**config.mk**
```make
export PLATFORM = sky130hd
export DESIGN_NAME = video_text_fetch
export DESIGN_NICKNAME = d
export VERILOG_FILES = /design/src/rtl/video_text_fetch_pkg.sv /design/src/rtl/video_glyph_shift.sv /design/src/rtl/video_text_fetch.sv
export SDC_FILE = /design/constraint.sdc
export NUM_CORES = 1
export LEC_CHECK = 0
export CORE_ASPECT_RATIO = 0.5
export CORE_MARGIN = 2
export CORE_UTILIZATION = 30
export CTS_BUF_LIST = sky130_fd_sc_hd__clkbuf_4
export DETAILED_ROUTE_END_ITERATION = 8
export PLACE_DENSITY = 0.46
export REMOVE_ABC_BUFFERS = 1
export SYNTH_ARGS = -nofsm -noshare
export SYNTH_HDL_FRONTEND = slang
export SYNTH_SLANG_ARGS = --single-unit
```
**constraint.sdc**
```tcl
create_clock -name clk -period 4.4 [get_ports clk]
set_input_delay 0.88 -clock clk [delete_from_list [all_inputs] [get_ports clk]]
set_output_delay 0.88 -clock clk [all_outputs]
set_load 0.02 [all_outputs]
```
**src/rtl/video_text_fetch_pkg.sv**
```systemverilog
`default_nettype none
// ============================================================================
// Module   : video_text_fetch_pkg
// Brief    : Shared types and field positions for the text-mode fetch path.
// Revision : 1.0 - initial release
// ============================================================================
package video_text_fetch_pkg;

    // Default text geometry
    localparam int TEXT_COLS   = 80;
    localparam int TEXT_ROWS   = 30;

    // Memory and pixel widths
    localparam int DISP_ADDR_W = $clog2(TEXT_COLS * TEXT_ROWS);
    localparam int DISP_DATA_W = 16;
    localparam int COLOR_W     = 4;
    localparam int CHAR_BITS   = 8;
    localparam int GLYPH_W     = 8;
    localparam int FONT_ADDR_W = 12;

    // Cell word layout: [15:12] back, [11:8] fore, [7:0] char
    localparam int BACK_LSB    = 12;
    localparam int FORE_LSB    = 8;
    localparam int CHAR_LSB    = 0;

    typedef logic [DISP_ADDR_W-1:0] disp_addr_t;
    typedef logic [DISP_DATA_W-1:0] disp_data_t;
    typedef logic [COLOR_W-1:0]     color_t;

    typedef enum logic [1:0] {
        F_IDLE    = 2'd0,
        F_RD_CELL = 2'd1,
        F_RD_FONT = 2'd2,
        F_LATCH   = 2'd3
    } fetch_state_t;

endpackage
`default_nettype wire

```
**src/rtl/video_glyph_shift.sv**
```systemverilog
`default_nettype none
// ============================================================================
// Module   : video_glyph_shift
// Brief    : Glyph row load/shift register with fore/back select; registered
//            color output. The first pixel of a row is selected straight from
//            the load value so the output trails the cell boundary by 1 cycle.
// Revision : 1.0 - initial release
// ============================================================================
module video_glyph_shift
    import video_text_fetch_pkg::*;
(
    input  logic               clk,
    input  logic               reset,
    input  logic               blank,
    input  logic               load,
    input  logic [GLYPH_W-1:0] load_bits,
    input  color_t             load_fore,
    input  color_t             load_back,
    output color_t             color
);

    logic [GLYPH_W-1:0] shift_bits;
    color_t             fore;
    color_t             back;
    color_t             color_q;

    // Load a glyph row on a cell boundary, otherwise emit one pixel per clock.
    always_ff @(posedge clk) begin
        if (reset || blank) begin
            shift_bits <= '0;
            fore       <= '0;
            back       <= '0;
            color_q    <= '0;
        end else if (load) begin
            shift_bits <= {load_bits[GLYPH_W-2:0], 1'b0};
            fore       <= load_fore;
            back       <= load_back;
            color_q    <= load_bits[GLYPH_W-1] ? load_fore : load_back;
        end else begin
            shift_bits <= {shift_bits[GLYPH_W-2:0], 1'b0};
            color_q    <= shift_bits[GLYPH_W-1] ? fore : back;
        end
    end

    assign color = color_q;

endmodule
`default_nettype wire

```
**src/rtl/video_text_fetch.sv**
```systemverilog
`default_nettype none
// ============================================================================
// Module   : video_text_fetch
// Brief    : Text-mode read path. Walks display memory in raster order, fetches
//            one cell word and one glyph row per 8-pixel character, and feeds
//            the glyph shifter that produces a 4-bit color index per pixel.
// Revision : 1.0 - initial release
// ============================================================================
module video_text_fetch
    import video_text_fetch_pkg::*;
#(
    parameter int COLS   = TEXT_COLS,
    parameter int ROWS   = TEXT_ROWS,
    parameter int FONT_H = 16,
    parameter int CHAR_W = GLYPH_W
) (
    input  logic                   clk,
    input  logic                   reset_i,
    input  logic                   eof_i,
    input  logic                   sol_i,
    input  logic                   vis_i,
    output logic                   rd_en_o,
    output disp_addr_t             rd_addr_o,
    input  disp_data_t             rd_data_i,
    output logic [FONT_ADDR_W-1:0] font_addr_o,
    input  logic [GLYPH_W-1:0]     font_data_i,
    output color_t                 color_o,
    output logic                   pix_valid_o
);

    localparam int              SL_W    = $clog2(FONT_H);
    localparam int              PX_W    = $clog2(CHAR_W);
    localparam logic [SL_W-1:0] SL_LAST = SL_W'(FONT_H - 1);
    localparam logic [PX_W-1:0] PX_LAST = PX_W'(CHAR_W - 1);
    // Column and row counters are 8 bits; they saturate rather than wrap.
    localparam logic [7:0]      COL_END = 8'(COLS);
    localparam logic [7:0]      ROW_END = 8'(ROWS);

    fetch_state_t           state;
    fetch_state_t           state_next;

    logic [SL_W-1:0]        scanline;
    logic [7:0]             text_row;
    disp_addr_t             line_base;
    logic [7:0]             col;
    logic [PX_W-1:0]        px;
    logic                   vis_prev;
    logic                   frame_armed;
    logic                   line_armed;
    logic                   pix_valid;

    logic                   fetch_blank;
    color_t                 cell_fore;
    color_t                 cell_back;
    logic [FONT_ADDR_W-1:0] font_addr_hold;
    logic [FONT_ADDR_W-1:0] font_addr_live;
    logic [GLYPH_W-1:0]     next_bits;
    color_t                 next_fore;
    color_t                 next_back;

    logic                   line_active;
    logic                   pixel_blank;
    logic                   cell_start;
    logic                   fetch_start;
    logic                   cell_readable;

    // After reset nothing is shown until an eof has been seen and then a sol.
    assign line_active    = vis_i && line_armed;
    assign pixel_blank    = !line_active;
    assign cell_start     = line_active && (px == '0);
    assign fetch_start    = (sol_i && (frame_armed || eof_i)) || cell_start;
    assign cell_readable  = (col < COL_END) && (text_row < ROW_END);
    assign font_addr_live = {(fetch_blank ? 8'h00 : rd_data_i[CHAR_LSB +: CHAR_BITS]), scanline};
    assign rd_addr_o      = line_base + disp_addr_t'(col);
    assign pix_valid_o    = pix_valid;

    // Fetch FSM state register.
    always_ff @(posedge clk) begin
        if (reset_i) begin
            state <= F_IDLE;
        end else begin
            state <= state_next;
        end
    end

    // Fetch FSM sequencing plus the RAM strobe and font address it drives.
    always_comb begin
        state_next  = state;
        rd_en_o     = 1'b0;
        font_addr_o = font_addr_hold;
        case (state)
            F_IDLE: begin
                if (fetch_start) begin
                    state_next = F_RD_CELL;
                end
            end
            F_RD_CELL: begin
                rd_en_o    = cell_readable;
                state_next = F_RD_FONT;
            end
            F_RD_FONT: begin
                font_addr_o = font_addr_live;
                state_next  = F_LATCH;
            end
            F_LATCH: begin
                state_next = F_IDLE;
            end
            default: begin
                state_next = F_IDLE;
            end
        endcase
    end

    // Cell capture and staging of the next cell for the glyph shifter.
    always_ff @(posedge clk) begin
        if (reset_i) begin
            col            <= '0;
            fetch_blank    <= 1'b0;
            cell_fore      <= '0;
            cell_back      <= '0;
            font_addr_hold <= '0;
            next_bits      <= '0;
            next_fore      <= '0;
            next_back      <= '0;
        end else begin
            case (state)
                F_RD_CELL: begin
                    fetch_blank <= !cell_readable;
                end
                F_RD_FONT: begin
                    cell_fore      <= fetch_blank ? '0 : rd_data_i[FORE_LSB +: COLOR_W];
                    cell_back      <= fetch_blank ? '0 : rd_data_i[BACK_LSB +: COLOR_W];
                    font_addr_hold <= font_addr_live;
                end
                F_LATCH: begin
                    next_bits <= fetch_blank ? '0 : font_data_i;
                    next_fore <= cell_fore;
                    next_back <= cell_back;
                    if (col != '1) begin
                        col <= col + 8'd1;
                    end
                end
                default: begin
                end
            endcase
            if (sol_i) begin
                col <= '0;
            end
        end
    end

    // Frame position: eof clears it (taking priority), the end of each line advances it.
    always_ff @(posedge clk) begin
        if (reset_i) begin
            scanline    <= '0;
            text_row    <= '0;
            line_base   <= '0;
            frame_armed <= 1'b0;
            line_armed  <= 1'b0;
        end else begin
            if (eof_i) begin
                scanline    <= '0;
                text_row    <= '0;
                line_base   <= '0;
                frame_armed <= 1'b1;
            end else if (vis_prev && !vis_i) begin
                if (scanline == SL_LAST) begin
                    scanline  <= '0;
                    line_base <= line_base + disp_addr_t'(COLS);
                    if (text_row != '1) begin
                        text_row <= text_row + 8'd1;
                    end
                end else begin
                    scanline <= scanline + SL_W'(1);
                end
            end
            if (sol_i) begin
                line_armed <= frame_armed || eof_i;
            end
        end
    end

    // Pixel counter within a cell and one-cycle valid alignment.
    always_ff @(posedge clk) begin
        if (reset_i) begin
            px        <= '0;
            vis_prev  <= 1'b0;
            pix_valid <= 1'b0;
        end else begin
            vis_prev  <= vis_i;
            pix_valid <= line_active;
            if (!line_active || (px == PX_LAST)) begin
                px <= '0;
            end else begin
                px <= px + PX_W'(1);
            end
        end
    end

    video_glyph_shift u_glyph (
        .clk       (clk),
        .reset     (reset_i),
        .blank     (pixel_blank),
        .load      (cell_start),
        .load_bits (next_bits),
        .load_fore (next_fore),
        .load_back (next_back),
        .color     (color_o)
    );

endmodule
`default_nettype wire

```
Yosys cells after proc, flatten, opt, wreduce, memory -nomap -nowiden. Index checks and enable logic that the tools add are counted.

Equality and inequality tests: 8. Div/mod/pow operators: 0. $add $sub $neg: 6. Multipliers: 0. Mux-type cells: 13. Bitwise logic cells: 0. Reductions and logical operators: 20. Magnitude comparators: 2. Shift-type cells: 0.

Operator list (number): 2-to-1 mux 4 bit (6); 2-to-1 mux 8 bit (3); adder 8 x 1 -> 8 bit, second input constant (2); inequality test 8 bit, second input constant (2); adder 12 x 7 -> 12 bit, second input constant (1); adder 12 x 8 -> 12 bit (1); 2-to-1 mux 12 bit (1); less-than comparator 8 x 5 -> 1 bit, second input constant (1); less-than comparator 8 x 7 -> 1 bit, second input constant (1); one-hot mux 2 bit (4 select lines) (1); OR reduction 2 bit (3); logical AND 1 bit (5); adder 4 x 1 -> 4 bit, second input constant (1); equality test 2 bit, second input constant (2); equality test 4 bit, second input constant (1); logical OR 1 bit (4); AND reduction 2 bit (2); adder 3 x 1 -> 3 bit, second input constant (1); equality test 3 bit, second input constant (1); zero test 1 bit (3); zero test 3 bit (1); AND reduction 3 bit (1); equality test 2 x 1 -> 1 bit, second input constant (1); zero test 2 bit (1); 3 further kinds (3).

Memory bits (writable): 0. Latch bits: 0. ROM bits: 0. Memories: 0. Bits in registers: 98. Word-level logic and storage cells: 70. Bits of input ports: 29.

Logic depth before layout (Yosys ltp).
Word-level depth: 5. Depth in mapped cells: 8. Mapped depth without buffers: 7.

Modules after synthesis. Synthesis repeated with hierarchy kept, for this count alone.

Cell total of the unflattened synthesis: 453. Area, all modules: 4229.1 um^2.

Modules (own cells, without submodules): video_text_fetch (area each 3437.0 um^2, cells each 378, seq. area each 1481.4 um^2, instances 1); video_glyph_shift (area each 792.0 um^2, cells each 75, seq. area each 380.4 um^2, instances 1).

Worst setup path after synthesis. Ideal clock, no wire load.

Path kind: reg-to-output. Start: reg col[4]. End: out rd_addr_o[10]. Required time: 3.520 ns. Setup slack: 1.747 ns. Data arrival time: 1.773 ns. Path buffers: 0. Stages on the path, launching flop included: 8. Path through: dfxtp_1 > ha_1 > inv_1 > fa_1 > nor2b_1 > o21ai_0 > a21oi_1 > xor2_1.

Word-level cells in the longest chain between the ends: 1.

RTL lines: from (decl) (line video_text_fetch.sv:45) `logic [7:0] col;`; from (signal assigned) (line video_text_fetch.sv:140) `col <= col + 8'd1;`; adder 12 x 8 -> 12 bit (line video_text_fetch.sv:74) `assign rd_addr_o = line_base + disp_addr_t'(col);`; to (decl) (line video_text_fetch.sv:23) `output disp_addr_t rd_addr_o,`.

No other way between the ends.

Final worst setup path. Same ends and word-level chain as after synthesis.

==> results.toml <==
[place]
hpwl_um = 5900
place_congestion = 0.763
pre_cts_ws_ps = 1250
port_buffers = 58

[hold_path]
whs_path_depth = 2
min_path_type = "reg2reg"

[grt]
track_usage = 0.127
gr-total-overflow = 0
grt_pass1_vias = 3040
grt_max_degree = 43
grt_pass1_wl_um = 14900
antenna_found_initial = 1

[clocking]
cts_resized = 0
cts_hold_buf = 0
htree_levels = 3
numCtsBuffers = 9
clock_sinks = 93
clockRootBuffer = "clkbuf_4"
clk_pin_slew_ps = 150
clock_path_buffers = 2
cts_tree = "yes"
clock_latency_ps = 450
cts_setup_buffers = 0

[detailed_routing]
wl_um = 8790
route.detailed.drc = 0
firstDrtPassIters = 4
wl_per_cell_um = 12.7
vias_per_cell = 4.60
detail-route-antenna-nets = 0
drt-initial-drc-count = 139
vias = 3182

[synthesis]
yosysWarningCount = 0
avgSynthCellArea_um2 = 8.87
postSynthCellCount = 461
ys_ff_latch = 93
syn_area_um2 = 4090
seq_area_frac_synth = 0.455
ys_types = 47

[setup_path]
worst-path-stages = 8
crit_path_top_delay_cell = "clkdlybuf4s50_1"
cp.arrival_ps = 2790
start_kind = "flip-flop"
cpPeakStageDelay_ps = 620
crit_family = "buffers and inverters"
end_kind = "output port"
rr_worst_depth = 5
cp_cell_sequence = "ha_1 > inv_1 > fa_1 > nor2b_1 > o21ai_0 > a21oi_1 > xor2_1 > clkdlybuf4s50_1"
cp_data_required_time_ps = 3520
path_buf_inv = 2
cp_max_fo = 7
worstSetupPathType = "reg2out"

[power]
ir_worst_vdd_mv = 0.126
total_power_w = 0.00179
powerDensity_nw_per_um2 = 359
power.static_leakage_nw = 1.76

[flow_run]
maxCapViolations = 0

[layout]
final_cell_mix = "dfxtp_1, clkdlybuf4s50_1, nor2_1"
seqCellArea_um2 = 1860
final_util = 0.370
multi_input_area_um2 = 2040
layout_commonest_cell = "dfxtp_1"
synthToLayoutAreaGrowth_pct = 21.7
nNetsFinal = 555
drive_gt1_frac = 0.0623
nFillCells = 1408

[timing]
tightest_slew_ps = 808
slew_viol_final = 0
setup_tns_ps = 0
fin_ws_ps = 734
finalWorstPathRequiredPeriod_ps = 3670
slew_headroom = 0.461
finClkSkew_ps = 15.7
period_share = 0.833
fmax_mhz = 273
hold_viol = 0
rsz0062_at_grt = "false"
setup_viol = 0

[floorplanning]
dieWidth_um = 169
rows = 30
ios = 59
design.die.area_um2 = 14600
die_h_um = 86.5
coreArea_um2 = 13400
initial_utilization = 0.304

[status]
status = "finished, final reports clean"
==> tightest hold or removal path: stages (launching register included) <==
cell and delay, ps:
dfxtp_1 330, nand2_1 50, a21oi_1 50
==> path summary, 6_finish.rpt <==
| path | slack (ps) | startpoint | end |
|---|---|---|---|
| setup / recovery | 730 | col[4]$_SDFFE_PP0P_ | rd_addr_o[10] |
| hold / removal | 450 | u_glyph.shift_bits[4]$_SDFF_PP0_ | u_glyph.shift_bits[5]$_SDFF_PP0_ |
| setup reg to reg | 2310 | state[1]$_SDFFE_PP0P_ | col[7]$_SDFFE_PP0P_ |
| hold reg to reg | 450 | u_glyph.shift_bits[4]$_SDFF_PP0_ | u_glyph.shift_bits[5]$_SDFF_PP0_ |
==> kinds of logic (layout without fill, tap and decap cells) <==
kind of cell    after synthesis  in the layout  synth area share
simple gates                183            183             0.227
mux                          20             20            0.0502
other cells                   0              1                 0
fa+ha+maj                    17             17            0.0539
xor+xnor                     24             24            0.0514
buf+inv                      46             99            0.0465
flops                        93             93             0.455
compound gates               78             78             0.115
==> final cells by class <==
class	count	share of cell area
inverters	21	0.0158
diodes	1	0.000503
multi-input cells	322	0.409
flip-flops and latches	93	0.374
clock inverters	7	0.0196
repair buffers	62	0.123
clock buffers	9	0.0136
well taps	176	0.0443
==> metal layers <==
metal,wire length [um],track usage,part of all wire,up-vias
met5,0,0,0,-
met3,272,0.0333,0.031,10
met4,87,0.0326,0.0099,0
met2,3820,0.202,0.43,46
li1,-,-,-,1650
met1,4610,0.173,0.52,1476
==> registers in the layout, indices dropped and copies added (netlist names) <==
| signal | count |
|---|---|
| cell_back | 4 |
| cell_fore | 4 |
| col | 8 |
| fetch_blank | 1 |
| font_addr_hold | 12 |
| frame_armed | 1 |
| line_armed | 1 |
| line_base | 8 |
| next_back | 4 |
| next_bits | 8 |
| next_fore | 4 |
| pix_valid_o | 1 |
| px | 3 |
| scanline | 4 |
| state | 2 |
| text_row | 8 |
| u_glyph.back | 4 |
| u_glyph.color | 4 |
| u_glyph.fore | 4 |
| u_glyph.shift_bits | 7 |
| vis_prev | 1 |
==> cells in the mapped netlist, drive strengths merged <==
cell / instances / area share
mux2: 4 / 0.011
a21o: 1 / 0.0018
buf: 10 / 0.013
a311oi: 1 / 0.0021
mux2i: 16 / 0.039
o211a: 1 / 0.0024
nand2: 46 / 0.042
nor2b: 37 / 0.057
nand4b: 1 / 0.0021
a41oi: 1 / 0.0021
nand3b: 1 / 0.0028
or3: 2 / 0.0031
a211oi: 12 / 0.022
xnor2: 16 / 0.034
xor2: 8 / 0.017
nor2: 55 / 0.051
nor4b: 2 / 0.0080
dfxtp: 93 / 0.46
a2111oi: 1 / 0.0037
o31ai: 2 / 0.0037
fa: 1 / 0.0049
inv: 21 / 0.019
o211ai: 2 / 0.0037
and4b: 1 / 0.0024
ha: 16 / 0.049
and4: 2 / 0.0043
o21ai: 16 / 0.020
and2: 1 / 0.0015
a21oi: 37 / 0.045
a31o: 1 / 0.0021
nor3: 10 / 0.012
nor4: 3 / 0.0046
or4: 1 / 0.0018
a2bb2oi: 1 / 0.0021
or2: 2 / 0.0031
nand4: 6 / 0.0092
and3b: 1 / 0.0024
clkbuf: 15 / 0.014
o2111ai: 2 / 0.0043
and3: 4 / 0.0064
nand3: 6 / 0.010
nor3b: 2 / 0.0037
==> through the flow <==
step                hold slack, ps  instances  area [um2]
floorplan                      422        436        3980
global placement               431        674        4810
detailed placement             429        674        4810
CTS                            449        690        4970
global route                   474        691        4970
finish                         449        691        4970
==> report_power, final <==
group	internal, W	switching, W
combinational	0.000151	0.000175
sequential	0.000893	0.0000290
clock	0.000234	0.000305
total	0.00128	0.000509
Power figures use the tool's default switching activity.
